File: src/rtl/fetch_hazard_ctrl.sv
// Pipeline sequencing controller for the IF stage of a five-stage MIPS32 core.
// Detects load-use hazards (stall + bubble), squashes ID/EX on a taken branch
// resolved in EX/MEM, and drains the pipeline after an HLT before raising HALTED.
//
// Ports:
//   clk, rst_n     pipeline clock, asynchronous active-low reset
//   IF_ID_IR       instruction in IF/ID
//   ID_EX_IR       instruction in ID/EX
//   EX_MEM_IR      instruction in EX/MEM
//   EX_MEM_COND    branch condition flag (register == 0) from EX/MEM
//   PCWrite        PC update enable (combinational)
//   IF_ID_Write    IF/ID write enable (combinational)
//   ID_EX_Bubble   load a NOP into ID/EX instead of the decoded instruction (combinational)
//   ID_EX_Flush    clear ID/EX on a wrong-path squash (combinational)
//   HALTED         registered, sticky until reset
//   stall_count    registered, saturating count of load-use stall cycles
module fetch_hazard_ctrl #(
    parameter int unsigned DRAIN_CYCLES = 3,
    parameter int unsigned CNT_W        = 16
) (
    input  logic             clk,
    input  logic             rst_n,
    input  logic [31:0]      IF_ID_IR,
    input  logic [31:0]      ID_EX_IR,
    input  logic [31:0]      EX_MEM_IR,
    input  logic             EX_MEM_COND,
    output logic             PCWrite,
    output logic             IF_ID_Write,
    output logic             ID_EX_Bubble,
    output logic             ID_EX_Flush,
    output logic             HALTED,
    output logic [CNT_W-1:0] stall_count
);

    localparam int unsigned OP_W   = 6;
    localparam int unsigned REG_W  = 5;
    localparam int unsigned DCNT_W = 4;

    localparam logic [OP_W-1:0] OP_LW     = 6'b001000;
    localparam logic [OP_W-1:0] OP_SW     = 6'b001001;
    localparam logic [OP_W-1:0] OP_RR_MAX = 6'b000101;
    localparam logic [OP_W-1:0] OP_BNEQZ  = 6'b001101;
    localparam logic [OP_W-1:0] OP_BEQZ   = 6'b001110;
    localparam logic [OP_W-1:0] OP_HLT    = 6'b111111;

    // Drain counter is 4 bits wide; reject out-of-range drain lengths at elaboration.
    if (DRAIN_CYCLES < 1 || DRAIN_CYCLES > 15) begin : g_bad_drain
        $error("DRAIN_CYCLES must be in 1..15");
    end

    typedef enum logic [1:0] {
        RUN   = 2'd0,
        DRAIN = 2'd1,
        HALT  = 2'd2
    } state_t;

    state_t              state, state_nxt;
    logic [DCNT_W-1:0]   dcnt, dcnt_nxt;
    logic                halted_q;
    logic [CNT_W-1:0]    cnt_q;

    logic                pcw_c, ifw_c, bub_c, flush_c, stall_inc_c;

    // Instruction field decode.
    logic [OP_W-1:0]  if_op, ex_op, mem_op;
    logic [REG_W-1:0] if_rs, if_rt, ex_rt;

    assign if_op  = IF_ID_IR[31:26];
    assign if_rs  = IF_ID_IR[25:21];
    assign if_rt  = IF_ID_IR[20:16];
    assign ex_op  = ID_EX_IR[31:26];
    assign ex_rt  = ID_EX_IR[20:16];
    assign mem_op = EX_MEM_IR[31:26];

    // Fields not needed for hazard detection.
    logic unused_fields;
    assign unused_fields = ^{IF_ID_IR[15:0], ID_EX_IR[25:21], ID_EX_IR[15:0], EX_MEM_IR[25:0]};

    logic branch_taken, load_use, hlt_seen, if_reads_rt;

    assign branch_taken = ((mem_op == OP_BNEQZ) && !EX_MEM_COND) ||
                          ((mem_op == OP_BEQZ)  &&  EX_MEM_COND);

    // RR ops and SW read rt as a source; other I-types write it.
    assign if_reads_rt  = (if_op <= OP_RR_MAX) || (if_op == OP_SW);
    assign load_use     = (ex_op == OP_LW) && (ex_rt != '0) &&
                          ((ex_rt == if_rs) || (if_reads_rt && (ex_rt == if_rt)));
    assign hlt_seen     = (if_op == OP_HLT);

    // Next-state and hazard outputs; priority is branch > HLT > load-use.
    always_comb begin
        state_nxt   = state;
        dcnt_nxt    = dcnt;
        pcw_c       = 1'b0;
        ifw_c       = 1'b0;
        bub_c       = 1'b0;
        flush_c     = 1'b0;
        stall_inc_c = 1'b0;
        case (state)
            RUN: begin
                if (branch_taken) begin
                    flush_c = 1'b1;
                    pcw_c   = 1'b1;
                    ifw_c   = 1'b1;
                end else if (hlt_seen) begin
                    dcnt_nxt  = DCNT_W'(DRAIN_CYCLES);
                    state_nxt = DRAIN;
                end else if (load_use) begin
                    bub_c       = 1'b1;
                    stall_inc_c = 1'b1;
                end else begin
                    pcw_c = 1'b1;
                    ifw_c = 1'b1;
                end
            end
            DRAIN: begin
                if (branch_taken) begin
                    // The HLT was on the wrong path: squash it and resume.
                    flush_c   = 1'b1;
                    pcw_c     = 1'b1;
                    ifw_c     = 1'b1;
                    dcnt_nxt  = '0;
                    state_nxt = RUN;
                end else begin
                    bub_c    = 1'b1;
                    dcnt_nxt = dcnt - DCNT_W'(1);
                    if (dcnt <= DCNT_W'(1)) begin
                        state_nxt = HALT;
                    end
                end
            end
            HALT: begin
                bub_c = 1'b1;
            end
            default: begin
                state_nxt = RUN;
                dcnt_nxt  = '0;
            end
        endcase
    end

    // State, drain counter, sticky halt flag and saturating stall counter.
    always_ff @(posedge clk or negedge rst_n) begin
        if (!rst_n) begin
            state    <= RUN;
            dcnt     <= '0;
            halted_q <= 1'b0;
            cnt_q    <= '0;
        end else begin
            state    <= state_nxt;
            dcnt     <= dcnt_nxt;
            halted_q <= (state_nxt == HALT);
            if (stall_inc_c && (cnt_q != '1)) begin
                cnt_q <= cnt_q + CNT_W'(1);
            end
        end
    end

    // Combinational enables are held low while reset is asserted.
    assign PCWrite      = rst_n & pcw_c;
    assign IF_ID_Write  = rst_n & ifw_c;
    assign ID_EX_Bubble = rst_n & bub_c;
    assign ID_EX_Flush  = rst_n & flush_c;
    assign HALTED       = halted_q;
    assign stall_count  = cnt_q;

endmodule
File: config.mk
export PLATFORM = sky130hd
export DESIGN_NAME = fetch_hazard_ctrl
export DESIGN_NICKNAME = d
export VERILOG_FILES = /design/src/rtl/fetch_hazard_ctrl.sv
export SDC_FILE = /design/constraint.sdc
export NUM_CORES = 1
export LEC_CHECK = 0
export BUFFER_PORTS_ARGS = -buffer_cell sky130_fd_sc_hd__buf_2
export CORE_MARGIN = 8
export CORE_UTILIZATION = 40
export DETAILED_ROUTE_END_ITERATION = 7
export GPL_ROUTABILITY_DRIVEN = 0
export HOLD_SLACK_MARGIN = 0.1
export PLACE_DENSITY = 0.83
export SLEW_MARGIN = 30
export SYNTH_ARGS = -nofsm -noshare
export SYNTH_HDL_FRONTEND = slang
export SYNTH_SLANG_ARGS = --single-unit
export TNS_END_PERCENT = 1
File: constraint.sdc
create_clock -name clk -period 4.58 [get_ports clk]
set_input_delay 0.687 -clock clk [delete_from_list [all_inputs] [get_ports clk]]
set_output_delay 0.687 -clock clk [all_outputs]
set_load 0.02 [all_outputs]
# After elaboration in Yosys (flattened, before gate mapping)
# Index checks and enable logic that the tools add are counted.
word_totals:
  ff_bits: 23
op_classes:
  bitwise_logic: 4
  addsub: 2
  n_eq_ne: 13
  order_cmp: 2
  muxes: 21
  reduce_logical: 14
op_table:
  columns: ["op", "count"]
  rows:
  - ["== test 6 x 4 -> 1 bit, second input constant", 4]
  - ["adder 16 x 1 -> 16 bit, second input constant", 1]
  - ["inequality test 16 bit, second input constant", 1]
  - ["2-to-1 mux 4 bit", 3]
  - ["case mux 4 bit (3 select lines)", 1]
  - ["== test 5 bit", 2]
  - ["2-to-1 mux 1 bit", 10]
  - ["2-to-1 mux 2 bit", 4]
  - ["== test 6 bit, second input constant", 1]
  - ["less-or-equal comparator 6 x 3 -> 1 bit, second input constant", 1]
  - ["logical AND 1 bit", 6]
  - ["case mux 2 bit (3 select lines)", 1]
  - ["nonzero test 5 bit", 1]
  - ["== test 2 bit, second input constant", 2]
  - ["less-or-equal comparator 4 x 1 -> 1 bit, second input constant", 1]
  - ["inequality test 2 bit, second input constant", 2]
  - ["subtractor 4 x 1 -> 4 bit, second input constant", 1]
  - ["bitwise AND 1 bit", 3]
  - ["logical OR 1 bit", 3]
  - ["case mux 1 bit (3 select lines)", 1]
  - ["AND reduction 3 bit", 1]
  - ["== test 2 x 1 -> 1 bit, second input constant", 1]
  - ["zero test 2 bit", 1]
  - ["case mux 1 bit (2 select lines)", 1]
  - ["3 further kinds", 3]

# Longest topological paths before layout
# Gate-level depths: netlist of run 1.
logic_depth:
  ltp_word: 10
  depth_mapped: 8
  depth_no_buf: 7

# Worst setup path after synthesis of run 1
# OpenSTA, ideal clock, no wires.
synth_path:
  kind: "input -> output"
  start: "in ID_EX_IR[17]"
  end: "out PCWrite"
  cell_stages: 6
  setup_slack_ns: 1.663
  t_arrival_ns: 2.230
  path_buffers: 1
  t_required_ns: 3.893
  path_cell_list: "or4_1 > o21ai_2 > nand2b_1 > nand2_1 > a21oi_1 > buf_4"
synth_between:
  elab_chain_cells: 9
  elab_cells_between_ends: 12
  cone_classes: "eq/ne (2); mux (4); bitwise (1); reduce/logical (5)"
synth_lines:
  columns: ["item", "line_no", "rtl"]
  rows:
  - ["start: declaration", "24", "input logic [31:0] ID_EX_IR,"]
  - ["== test 5 bit", "87", "((ex_rt == if_rs) || (if_reads_rt && (ex_rt == if_rt)));"]
  - ["logical AND 1 bit", "87", null]
  - ["logical OR 1 bit", "87", null]
  - ["logical AND 1 bit *", "86", "assign load_use = (ex_op == OP_LW) && (ex_rt != '0) &&"]
  - ["2-to-1 mux 1 bit * (3 in a row)", null, null]
  - ["case mux 1 bit (2 select lines) *", null, null]
  - ["bitwise AND 1 bit *", null, null]
  - ["end: declaration", "27", "output logic PCWrite,"]
# Every way passes the cells marked *; elsewhere a longest branch is shown, timed or not.

# Worst setup path in the final report of run 1
layout_path:
  start: "in ID_EX_IR[17]"
  end: "out ID_EX_Bubble"
layout_between:
  elab_chain_cells: 9
  elab_cells_between_ends: 12
  cone_classes: "eq/ne (2); mux (4); bitwise (1); reduce/logical (5)"
layout_lines:
  columns: ["item", "line_no", "rtl"]
  rows:
  - ["== test 5 bit", "87", null]
  - ["logical AND 1 bit", "87", null]
  - ["logical OR 1 bit", "87", null]
  - ["logical AND 1 bit *", "86", null]
  - ["2-to-1 mux 1 bit *", "108", "end else if (load_use) begin"]
  - ["2-to-1 mux 1 bit *", "105", "end else if (hlt_seen) begin"]
  - ["2-to-1 mux 1 bit *", "101", "if (branch_taken) begin"]
  - ["case mux 1 bit (3 select lines) *", "99", "case (state)"]
  - ["bitwise AND 1 bit *", "162", "assign ID_EX_Bubble = rst_n & bub_c;"]
  - ["end: declaration", "29", "output logic ID_EX_Bubble,"]
# Marks and branches as above.

==> results of run 1 <==
## logic make-up after synthesis
kind of cell / after synthesis / synth area share, %
buffers and inverters: 9 / 3.18
AOI/OAI and AO/OA: 20 / 9.81
DFF: 23 / 40.7
and+or+nand+nor: 70 / 27.3
muxes: 2 / 1.50
xor gates and xnor gates: 24 / 14.9
adders and majority gates: 3 / 2.65
## flip-flops by register name, summed over array words and instances (netlist names)
signal       count
dcnt             4
state            2
HALTED           1
stall_count     16
## per-stage QoR
step                util (%)  cell area (µm²)
global route            52.2             1760
floorplan                  -             1420
detailed placement      51.5             1730
global placement        51.5             1730
CTS                     52.2             1760
finish                  52.2             1760
## power by group through the flow
stage	clock, mW	sequential [mW]	combinational [mW]
final	0.0942	0.205	0.0446
after global routing	0.108	0.206	0.0506
after CTS	0.100	0.205	0.0452
after detailed placement	0	0.209	0.0451
after global placement	0	0.209	0.0437
after floorplan	0	0.210	0.0186
## worst paths after layout
check | from | endpoint | slack [ps] | cells past startpoint
min in group clk | stall_count[14] | stall_count[14] | 500 | 1
max | ID_EX_IR[17] | ID_EX_Bubble | 1680 | 7
min | rst_n | state[1] | 340 | 1
max in group asynchronous | rst_n | state[0] | 3870 | 1
max reg2reg | stall_count[7] | stall_count[11] | 2470 | 7
min reg2reg | stall_count[14] | stall_count[14] | 500 | 1
## critical path: stages
cell	delay (ps)
buf_2	120
or4_1	540
o21ai_2	200
nand2b_1	160
nor2_1	50
o311a_1	300
buf_2	160
## cell usage in the layout (no fill, tap or decap), drive strengths merged, types with 2 or more instances in the layout
cell,count
and3,2
ha,3
clkbuf,4
nand4,7
xor2,19
nor3,7
nor2,20
xnor2,5
nand3,5
inv,6
o22ai,2
buf,56
dfrtp,23
nor4,2
nand2,15
nand2b,6
o21ai,9
a21oi,4
## Yosys cell counts
| cell | instances |
|---|---|
| dfrtp_1 | 23 |
| nor2_1 | 20 |
| xor2_1 | 19 |
| nand2_1 | 15 |
| o21ai_0 | 8 |
| inv_1 | 6 |
| nand2b_1 | 6 |
| nand4_1 | 6 |
| nand3_1 | 5 |
| nor3_1 | 5 |
| xnor2_1 | 5 |
| a21oi_1 | 4 |
| ha_1 | 3 |
| and3_1 | 2 |
| nor3_2 | 2 |
| nor4_2 | 2 |
| o22ai_1 | 2 |
| a211oi_1 | 1 |
| a22oi_1 | 1 |
| a31oi_4 | 1 |
| and2b_1 | 1 |
| and4_1 | 1 |
| buf_1 | 1 |
| buf_4 | 1 |
| buf_6 | 1 |
| mux2_2 | 1 |
| mux2i_1 | 1 |
| nand4_4 | 1 |
| nor3b_1 | 1 |
| o21ai_2 | 1 |
| o221a_2 | 1 |
| o311a_1 | 1 |
| or2_2 | 1 |
| or4_1 | 1 |
| or4b_4 | 1 |
## per-layer routing
layer  vias to the layer above  routed length [µm]
met2                        38                1630
met3                         2                 277
met1                       575                1460
met5                         -                   0
li1                        636                   -
met4                         0                  11
## layout make-up
cell class,instances,share of cell area [%]
Multi-Input combinational cell,119,45.2
Sequential cell,23,32.8
Timing Repair Buffer,56,16.0
Tap cell,46,3.28
Clock buffer,4,1.50
Inverter,6,1.28
==> out/metrics.cfg, run 1 <==
[pwr]
p_clk_share_pct=27.4
power_leakage_nw=0.906
swShare_pct=24.5
p_int_mw=0.260
p_per_area_nw_per_um2=196
vdd_ir_drop_max_uv=255
p_sw_mw=0.0842
p_total_mw=0.344
pwr-share-comb_pct=13.0
p_seq_share_pct=59.7

[grt]
grt_pass1_vias=1345
use_met3_pct=5.13
grt_max_degree=26
antenna_found_initial=0
grt_busiest_layer=met2
grtUsageMet1_pct=14.2
grt_pass1_wl_um=5640
met2_usage_pct=22.2
gr-total-overflow=0
track_usage_pct=12.6

[clocking]
clock_latency_ps=310
cts_setup_buffers=0
clkTransAtPathRegs_ps=120
htreeDepth=1
clock_sinks=23
cts_max_path_buffers=2
cts-root-buf=clkbuf_4
post_cts_resized=0
cts_made_buffers=3
cts_hold_buf=0
cts_tree=built

[synthesis]
yosysTopAreaCell=dfrtp_1
syn_area_um2=1420
synth_top_area_share_pct=40.7
yosysWarnings=0
synth_cells=151
seq_area_frac_synth_pct=40.7
yosys-top-cells-area=dfrtp_1 (41%), xor2_1 (12%), nor2_1 (5.3%), nand2_1 (4.0%), xnor2_1 (3.1%)
ys_types=35
syn_nets=253
ys_ff_latch=23
avgSynthCellArea_um2=9.37

[detailed_routing]
drcViolationCount=0
drtIter0Drc=56
drtPass1Iterations=6
antenna_left=0
drt-total-wl_um=3380
via_per_inst=4.93
vias=1251
wl_per_cell_um=13.3

[finish]
fin_nets=311
nFillCells=340
areaGrowthSynthToFinish_pct=24.1
final_cells=254
multi_input_area_um2=795
drive_above_1_share_pct=33.7
register_area_um2=576
num_antenna_cells=0

[placement]
dp.cells=250
portBuffers=56
place_ws_ps=1680
dp_hpwl_um=2690

[floorplan]
die_y_um=75.5
coreArea_um2=3360
die_w_um=75.5
rows=21
ios=120
die_area_um2=5700
initial_core_util_pct=42.1

[setup_path]
critical_path_class=in2out
endpoint_kind=primary output
required_ps=3890
worstPathMaxFanout=4
critPathLaunchType=input port
crit_arrival_ps=2220

[sta]
final.setup.tns_ps=0
max_slew_margin_pct=63.6
slew_viol_final=0
setup_viol=0
rsz0062_at_grt=no
fin_crit_ps=2900
period_share_pct=63.4
holdWs_ps=344
layout_setup_ws_ps=1680
worst_pin_slew_ps=546
timing.fmax_mhz=344
fin_skew_ps=1.63
hold_viol=0

[flow_run]
max-cap-violations=0

[outcome]
status=finished clean

[min_path]
hold_path_class=in2async

Power figures use the tool's default switching activity.
==> inputs of run 2 (changes only) <==
--- a/config.mk
+++ b/config.mk
@@ -5,13 +5,14 @@
 export SDC_FILE = /design/constraint.sdc
 export NUM_CORES = 1
 export LEC_CHECK = 0
+export ABC_AREA = 1
 export BUFFER_PORTS_ARGS = -buffer_cell sky130_fd_sc_hd__buf_2
 export CORE_MARGIN = 8
-export CORE_UTILIZATION = 40
+export CORE_UTILIZATION = 37
 export DETAILED_ROUTE_END_ITERATION = 7
 export GPL_ROUTABILITY_DRIVEN = 0
 export HOLD_SLACK_MARGIN = 0.1
-export PLACE_DENSITY = 0.83
+export PLACE_DENSITY = 0.76
 export SLEW_MARGIN = 30
 export SYNTH_ARGS = -nofsm -noshare
 export SYNTH_HDL_FRONTEND = slang
==> constraint.sdc (replaced) <==
create_clock -name clk -period 2.5 [get_ports clk]
set_input_delay 0.375 -clock clk [delete_from_list [all_inputs] [get_ports clk]]
set_output_delay 0.375 -clock clk [all_outputs]
set_load 0.02 [all_outputs]
==> out/metrics.cfg, run 2 <==
[outcome]
status=finished clean

[sta]
timing.fmax_mhz=455
slew_viol_final=0  ; unchanged
fin_skew_ps=9.24  ; +7.61 ps
final.setup.tns_ps=0  ; unchanged
period_share_pct=87.9
setup_viol=0  ; unchanged
hold_viol=0  ; unchanged
max_slew_margin_pct=69.9  ; +6.4 points
layout_setup_ws_ps=302  ; -1370 ps
rsz0062_at_grt=no
worst_pin_slew_ps=448  ; -98.8 ps
fin_crit_ps=2200

[detailed_routing]
drcViolationCount=0  ; unchanged
drt-total-wl_um=4340  ; +28%
wl_per_cell_um=11.7  ; -12%
antenna_left=0  ; unchanged
drtPass1Iterations=4  ; -2
via_per_inst=4.77  ; -3.1%
drtIter0Drc=94  ; +68%
vias=1775  ; +42%

[setup_path]
worstPathMaxFanout=4  ; unchanged
crit_arrival_ps=1820  ; -400 ps
endpoint_kind=primary output
required_ps=2120  ; -1770 ps
critPathLaunchType=flop
critical_path_class=reg2out

[clocking]
cts_tree=built
clkTransAtPathRegs_ps=80  ; -40 ps
cts_max_path_buffers=2  ; unchanged
cts-root-buf=clkbuf_8
cts_setup_buffers=0  ; unchanged
clock_latency_ps=270  ; -40 ps
cts_made_buffers=3  ; unchanged
htreeDepth=1  ; unchanged
post_cts_resized=0  ; unchanged
clock_sinks=23  ; unchanged

[pwr]
power_leakage_nw=1.12  ; +24%
p_total_mw=0.689  ; +100%
vdd_ir_drop_max_uv=295  ; +16%
p_per_area_nw_per_um2=331  ; +69%

[synthesis]
avgSynthCellArea_um2=6.52  ; -30%
yosysMostFrequentCell=nand2_1
synth_cells=260  ; +72%
synth_edf_count=0  ; unchanged
ys_ff_latch=23  ; unchanged
syn_area_um2=1700  ; +20%
synthFlopType=dfrtp_1
synth_top_area_share_pct=33.9  ; -6.7 points
yosysTopAreaCell=dfrtp_1
syn_nets=362  ; +43%
yosysWarnings=0  ; unchanged
synthArstFlopShare_pct=100  ; unchanged
seq_area_frac_synth_pct=33.9  ; -6.7 points
ys_types=25  ; -29%
synthTopCellsByCount=nand2_1 (81), inv_1 (42), nor2_1 (30)
yosys-top-cells-area=dfrtp_1 (34%), nand2_1 (18%), inv_1 (9.3%), nor2_1 (6.6%), nand3_1 (5.9%)

[grt]
antenna_found_initial=0  ; unchanged
grt_pass1_vias=1754  ; +30%
grt_pass1_wl_um=7380  ; +31%
track_usage_pct=12.1  ; -0.43 points
gr-total-overflow=0  ; unchanged
grt_max_degree=22  ; -15%

[finish]
final_common_cell=nand2_1
drive_above_1_share_pct=22.8  ; -11 points
fin_util_pct=47.5  ; -4.7 points
final_area_um2=2080  ; +19%
mostFrequentLayoutCells=nand2_1 (81), buf_2 (56), inv_1 (42)
fin_nets=423  ; +36%
largest_register_ffs=16  ; unchanged
areaGrowthSynthToFinish_pct=23.0
num_antenna_cells=0  ; unchanged

[placement]
portBuffers=56  ; unchanged
placed_area_um2=2030  ; +17%
place_ws_ps=542  ; -1140 ps
dp_hpwl_um=3530  ; +31%

[floorplan]
coreArea_um2=4380  ; +30%
ios=120  ; unchanged
die_y_um=83.7  ; +11%
die_area_um2=7000  ; +23%
die_w_um=83.7  ; +11%
rows=24  ; +14%
initial_core_util_pct=38.7  ; -3.4 points

[min_path]
hold_path_class=in2async

[flow_run]
max-cap-violations=0  ; unchanged

-- run 2: cell types whose count changed in the layout (fill, tap and decap cells not counted), sizes merged, moves of 2 or more --
| cell | delta |
|---|---|
| nand2 | +68 |
| inv | +40 |
| nand3 | +16 |
| xor2 | -15 |
| nor2 | +14 |
| nand2b | -6 |
| o21ai | +5 |
| nand3b | +4 |
| nor3 | +4 |
| a21oi | -3 |
| and3 | -2 |
| o22ai | -2 |
| xnor2 | -2 |
-- run 2: worst paths after layout --
kind	startpoint	end	slack [ps]	depth (start not counted)
max	state[1]	ID_EX_Bubble	300	6
min	rst_n	state[1]	440	2
max reg2reg	stall_count[0]	stall_count[14]	590	8
min reg2reg	stall_count[14]	stall_count[14]	500	2
max in group asynchronous	rst_n	dcnt[3]	1580	3
min in group clk	stall_count[14]	stall_count[14]	500	2
-- run 2: per-layer routing --
| metal | vias up | GRT usage (%) | part of all wire [%] | wire length [µm] |
|---|---|---|---|---|
| li1 | 938 | - | - | - |
| met1 | 788 | 14.1 | 46 | 2000 |
| met2 | 43 | 20.8 | 47 | 2020 |
| met3 | 6 | 3.71 | 6.3 | 273 |
| met4 | 0 | 3.45 | 0.99 | 43 |
| met5 | - | 0 | 0 | 0 |
-- run 2: cell families (layout without fill, tap and decap cells) --
group                    after synthesis  after routing  synth area share, %
adder cells (fa/ha/maj)                3              3                 2.21
AND/OR/NAND/NOR                      162            162                 43.0
XOR/XNOR                               7              7                 3.62
AO/OA/AOI/OAI                         17             17                 5.90
flip-flops                            23             23                 33.9
buffers and inverters                 48            108                 11.3
-- run 2: power by group --
part	switching, mW	leakage (nW)	total (mW)	internal, mW
Clock	0.119	0.0228	0.233	0.114
Sequential	0	0.295	0.372	0.372
Combinational	0.0466	0.800	0.0849	0.0383
Total	0.166	1.12	0.689	0.524
-- run 2: cell type report --
| class | instances | area (µm²) |
|---|---|---|
| multi-input combinational | 189 | 928 |
| tap | 52 | 65.1 |
| clock buffer | 4 | 45.0 |
| inverter | 46 | 173 |
| sequential | 23 | 576 |
| timing repair buffer | 58 | 298 |
| fill | 466 | 2300 |
-- run 2: what timing repair did --
item | in CTS | in global routing
hold endpoints to repair | 2 | 0
setup endpoints to repair | 0 | 0
hold buffers | 1 | 0
-- run 2: per-stage QoR --
| stage | instances | hold slack (ps) |
|---|---|---|
| 4_1_cts | 372 | 445 |
| 6_report | 372 | 439 |
| 3_3_place_gp | 367 | 195 |
| 2_1_floorplan | 260 | 79.4 |
| 3_5_place_dp | 367 | 194 |
| 5_1_grt | 372 | 437 |
-- run 2: critical path: stages (launching register included) --
cell     delay, ps
dfrtp_1        420
nor2_1         230
nand2_1         90
nor2_1         250
nand3_4        130
a31oi_1        210
buf_2          210
==> inputs of run 3 (changes only) <==
--- a/config.mk
+++ b/config.mk
@@ -8,11 +8,12 @@
 export ABC_AREA = 1
 export BUFFER_PORTS_ARGS = -buffer_cell sky130_fd_sc_hd__buf_2
 export CORE_MARGIN = 8
-export CORE_UTILIZATION = 37
+export CORE_UTILIZATION = 40
 export DETAILED_ROUTE_END_ITERATION = 7
 export GPL_ROUTABILITY_DRIVEN = 0
 export HOLD_SLACK_MARGIN = 0.1
-export PLACE_DENSITY = 0.76
+export PLACE_DENSITY = 0.79
+export REMOVE_ABC_BUFFERS = 1
 export SLEW_MARGIN = 30
 export SYNTH_ARGS = -nofsm -noshare
 export SYNTH_HDL_FRONTEND = slang
==> constraint.sdc (replaced) <==
create_clock -name clk -period 2.3 [get_ports clk]
set_input_delay 0.345 -clock clk [delete_from_list [all_inputs] [get_ports clk]]
set_output_delay 0.345 -clock clk [all_outputs]
set_load 0.02 [all_outputs]
==> out/metrics.cfg, run 3 (synthesis results as in run 2) <==
[finish]
areaGrowthSynthToFinish_pct=22.9  ; about the same
fin_util_pct=51.7  ; +4.2 points
fin_nets=423  ; unchanged
num_antenna_cells=0  ; unchanged
largest_register_ffs=16  ; unchanged
drive_above_1_share_pct=23.1  ; +0.31 points
register_area_um2=576  ; unchanged
mostFrequentLayoutCells=nand2_1 (81), buf_2 (56), inv_1 (42)
multi_input_area_um2=928  ; unchanged
final_common_cell=nand2_1
nFillCells=422  ; -9.4%

[clocking]
cts_tree=built
cts_max_path_buffers=2  ; unchanged
htreeDepth=1  ; unchanged
cts_made_buffers=3  ; unchanged
clkTransAtPathRegs_ps=80  ; about the same
post_cts_resized=0  ; unchanged
clock_sinks=23  ; unchanged
cts-root-buf=clkbuf_8
clock_latency_ps=270  ; about the same

[grt]
grt_pass1_wl_um=7000  ; -5.2%
grt_pass1_vias=1650  ; -5.9%
grt_max_degree=22  ; unchanged
gr-total-overflow=0  ; unchanged
antenna_found_initial=0  ; unchanged
track_usage_pct=13.0  ; +0.88 points

[floorplan]
die_y_um=81.1  ; -3.1%
rows=23  ; -4.2%
die_area_um2=6580  ; -6.1%
coreArea_um2=4030  ; -8.1%
ios=120  ; unchanged
initial_core_util_pct=42.1  ; +3.4 points
die_w_um=81.1  ; -3.1%

[sta]
final.setup.tns_ps=0  ; unchanged
worst_pin_slew_ps=421  ; -26.8 ps
setup_viol=0  ; unchanged
fin_skew_ps=5.66  ; -3.58 ps
rsz0062_at_grt=no
holdWs_ps=427  ; -12.1 ps
fin_crit_ps=2140
slew_viol_final=0  ; unchanged
hold_viol=0  ; unchanged
timing.fmax_mhz=468
max_slew_margin_pct=71.7  ; +1.8 points
period_share_pct=92.9

[detailed_routing]
drtIter0Drc=115  ; +22%
vias=1760  ; -0.85%
drtPass1Iterations=4  ; unchanged
drt-total-wl_um=4100  ; -5.4%
antenna_left=0  ; unchanged
wl_per_cell_um=11.1  ; -4.9%
drcViolationCount=0  ; unchanged
via_per_inst=4.76  ; -0.31%

[min_path]
hold_path_class=in2async

[setup_path]
worstPathMaxFanout=4  ; unchanged
critical_path_class=reg2out
crit_buf_inv=1  ; unchanged
slowest_stage=dfrtp_1
crit_chain=nor2_1, nand2_1, nor2_1, nand3_4, a31oi_1, buf_2
endpoint_kind=primary output
required_ps=1960  ; -160 ps
crit_arrival_ps=1790  ; -30 ps
cpPeakStageDelay_ps=400  ; -20 ps
critPathLaunchType=flop
crit_top_cell=nor2_1
crit_family=simple AND/OR/NAND/NOR gates

[pwr]
p_per_area_nw_per_um2=359  ; +8.6%
power_leakage_nw=1.12  ; +0.24%
vdd_ir_drop_max_uv=412  ; +39%

[flow_run]
max-cap-violations=0  ; unchanged

[placement]
portBuffers=56  ; unchanged
dp_hpwl_um=3380  ; -4.0%

[outcome]
status=finished clean

-- run 3: changes by cell type in the layout (fill, tap and decap cells not counted) --
cell	change
clkbuf_1	-1
clkinv_2	+1
-- run 3: worst paths after layout --
path                                      from               to  slack (ps)  depth (start not counted)
worst max-delay path                  state[0]     ID_EX_Bubble         160                          6
worst min-delay path                     rst_n         state[1]         430                          2
worst max register to register  stall_count[0]   stall_count[4]         440                          8
worst min register to register        state[0]         state[0]         500                          1
max in group asynchronous                rst_n  stall_count[11]        1390                          3
min in group clk                      state[0]         state[0]         500                          1
-- run 3: metal layers --
metal | global-route usage, % | part of all wire, % | vias up
li1 | - | - | 934
met1 | 15.9 | 43 | 778
met2 | 22.0 | 47 | 46
met3 | 4.08 | 8.8 | 2
met4 | 2.68 | 0.78 | 0
met5 | 0 | 0 | -
-- run 3: metrics by stage --
stage	total power, mW	std cells	worst slack [ps]	instance area (µm²)
after global placement	0.502	365	410	2030
after CTS	0.760	370	179	2080
after global routing	0.797	370	46.2	2080
after floorplan	0.453	258	399	1680
after detailed placement	0.505	365	398	2030
final	0.748	370	162	2080
-- run 3: power breakdown --
group | total (mW) | internal [mW] | switching [mW]
registers | 0.404 | 0.404 | 0
clock network | 0.252 | 0.121 | 0.131
logic | 0.0929 | 0.0417 | 0.0512
-- run 3: area by class of cell --
type | instances | area share (%)
flip-flops and latches | 23 | 27.6
multi-input cells | 189 | 44.6
inverters | 46 | 8.29
clock buffers | 3 | 1.98
well taps | 50 | 3.00
repair buffers | 58 | 14.3
clock inverters | 1 | 0.240
-- run 3: repair_timing --
action                    4_1_cts  5_1_grt
hold endpoints to repair        2        0
buffers inserted                0        0
hold buffers                    1        0
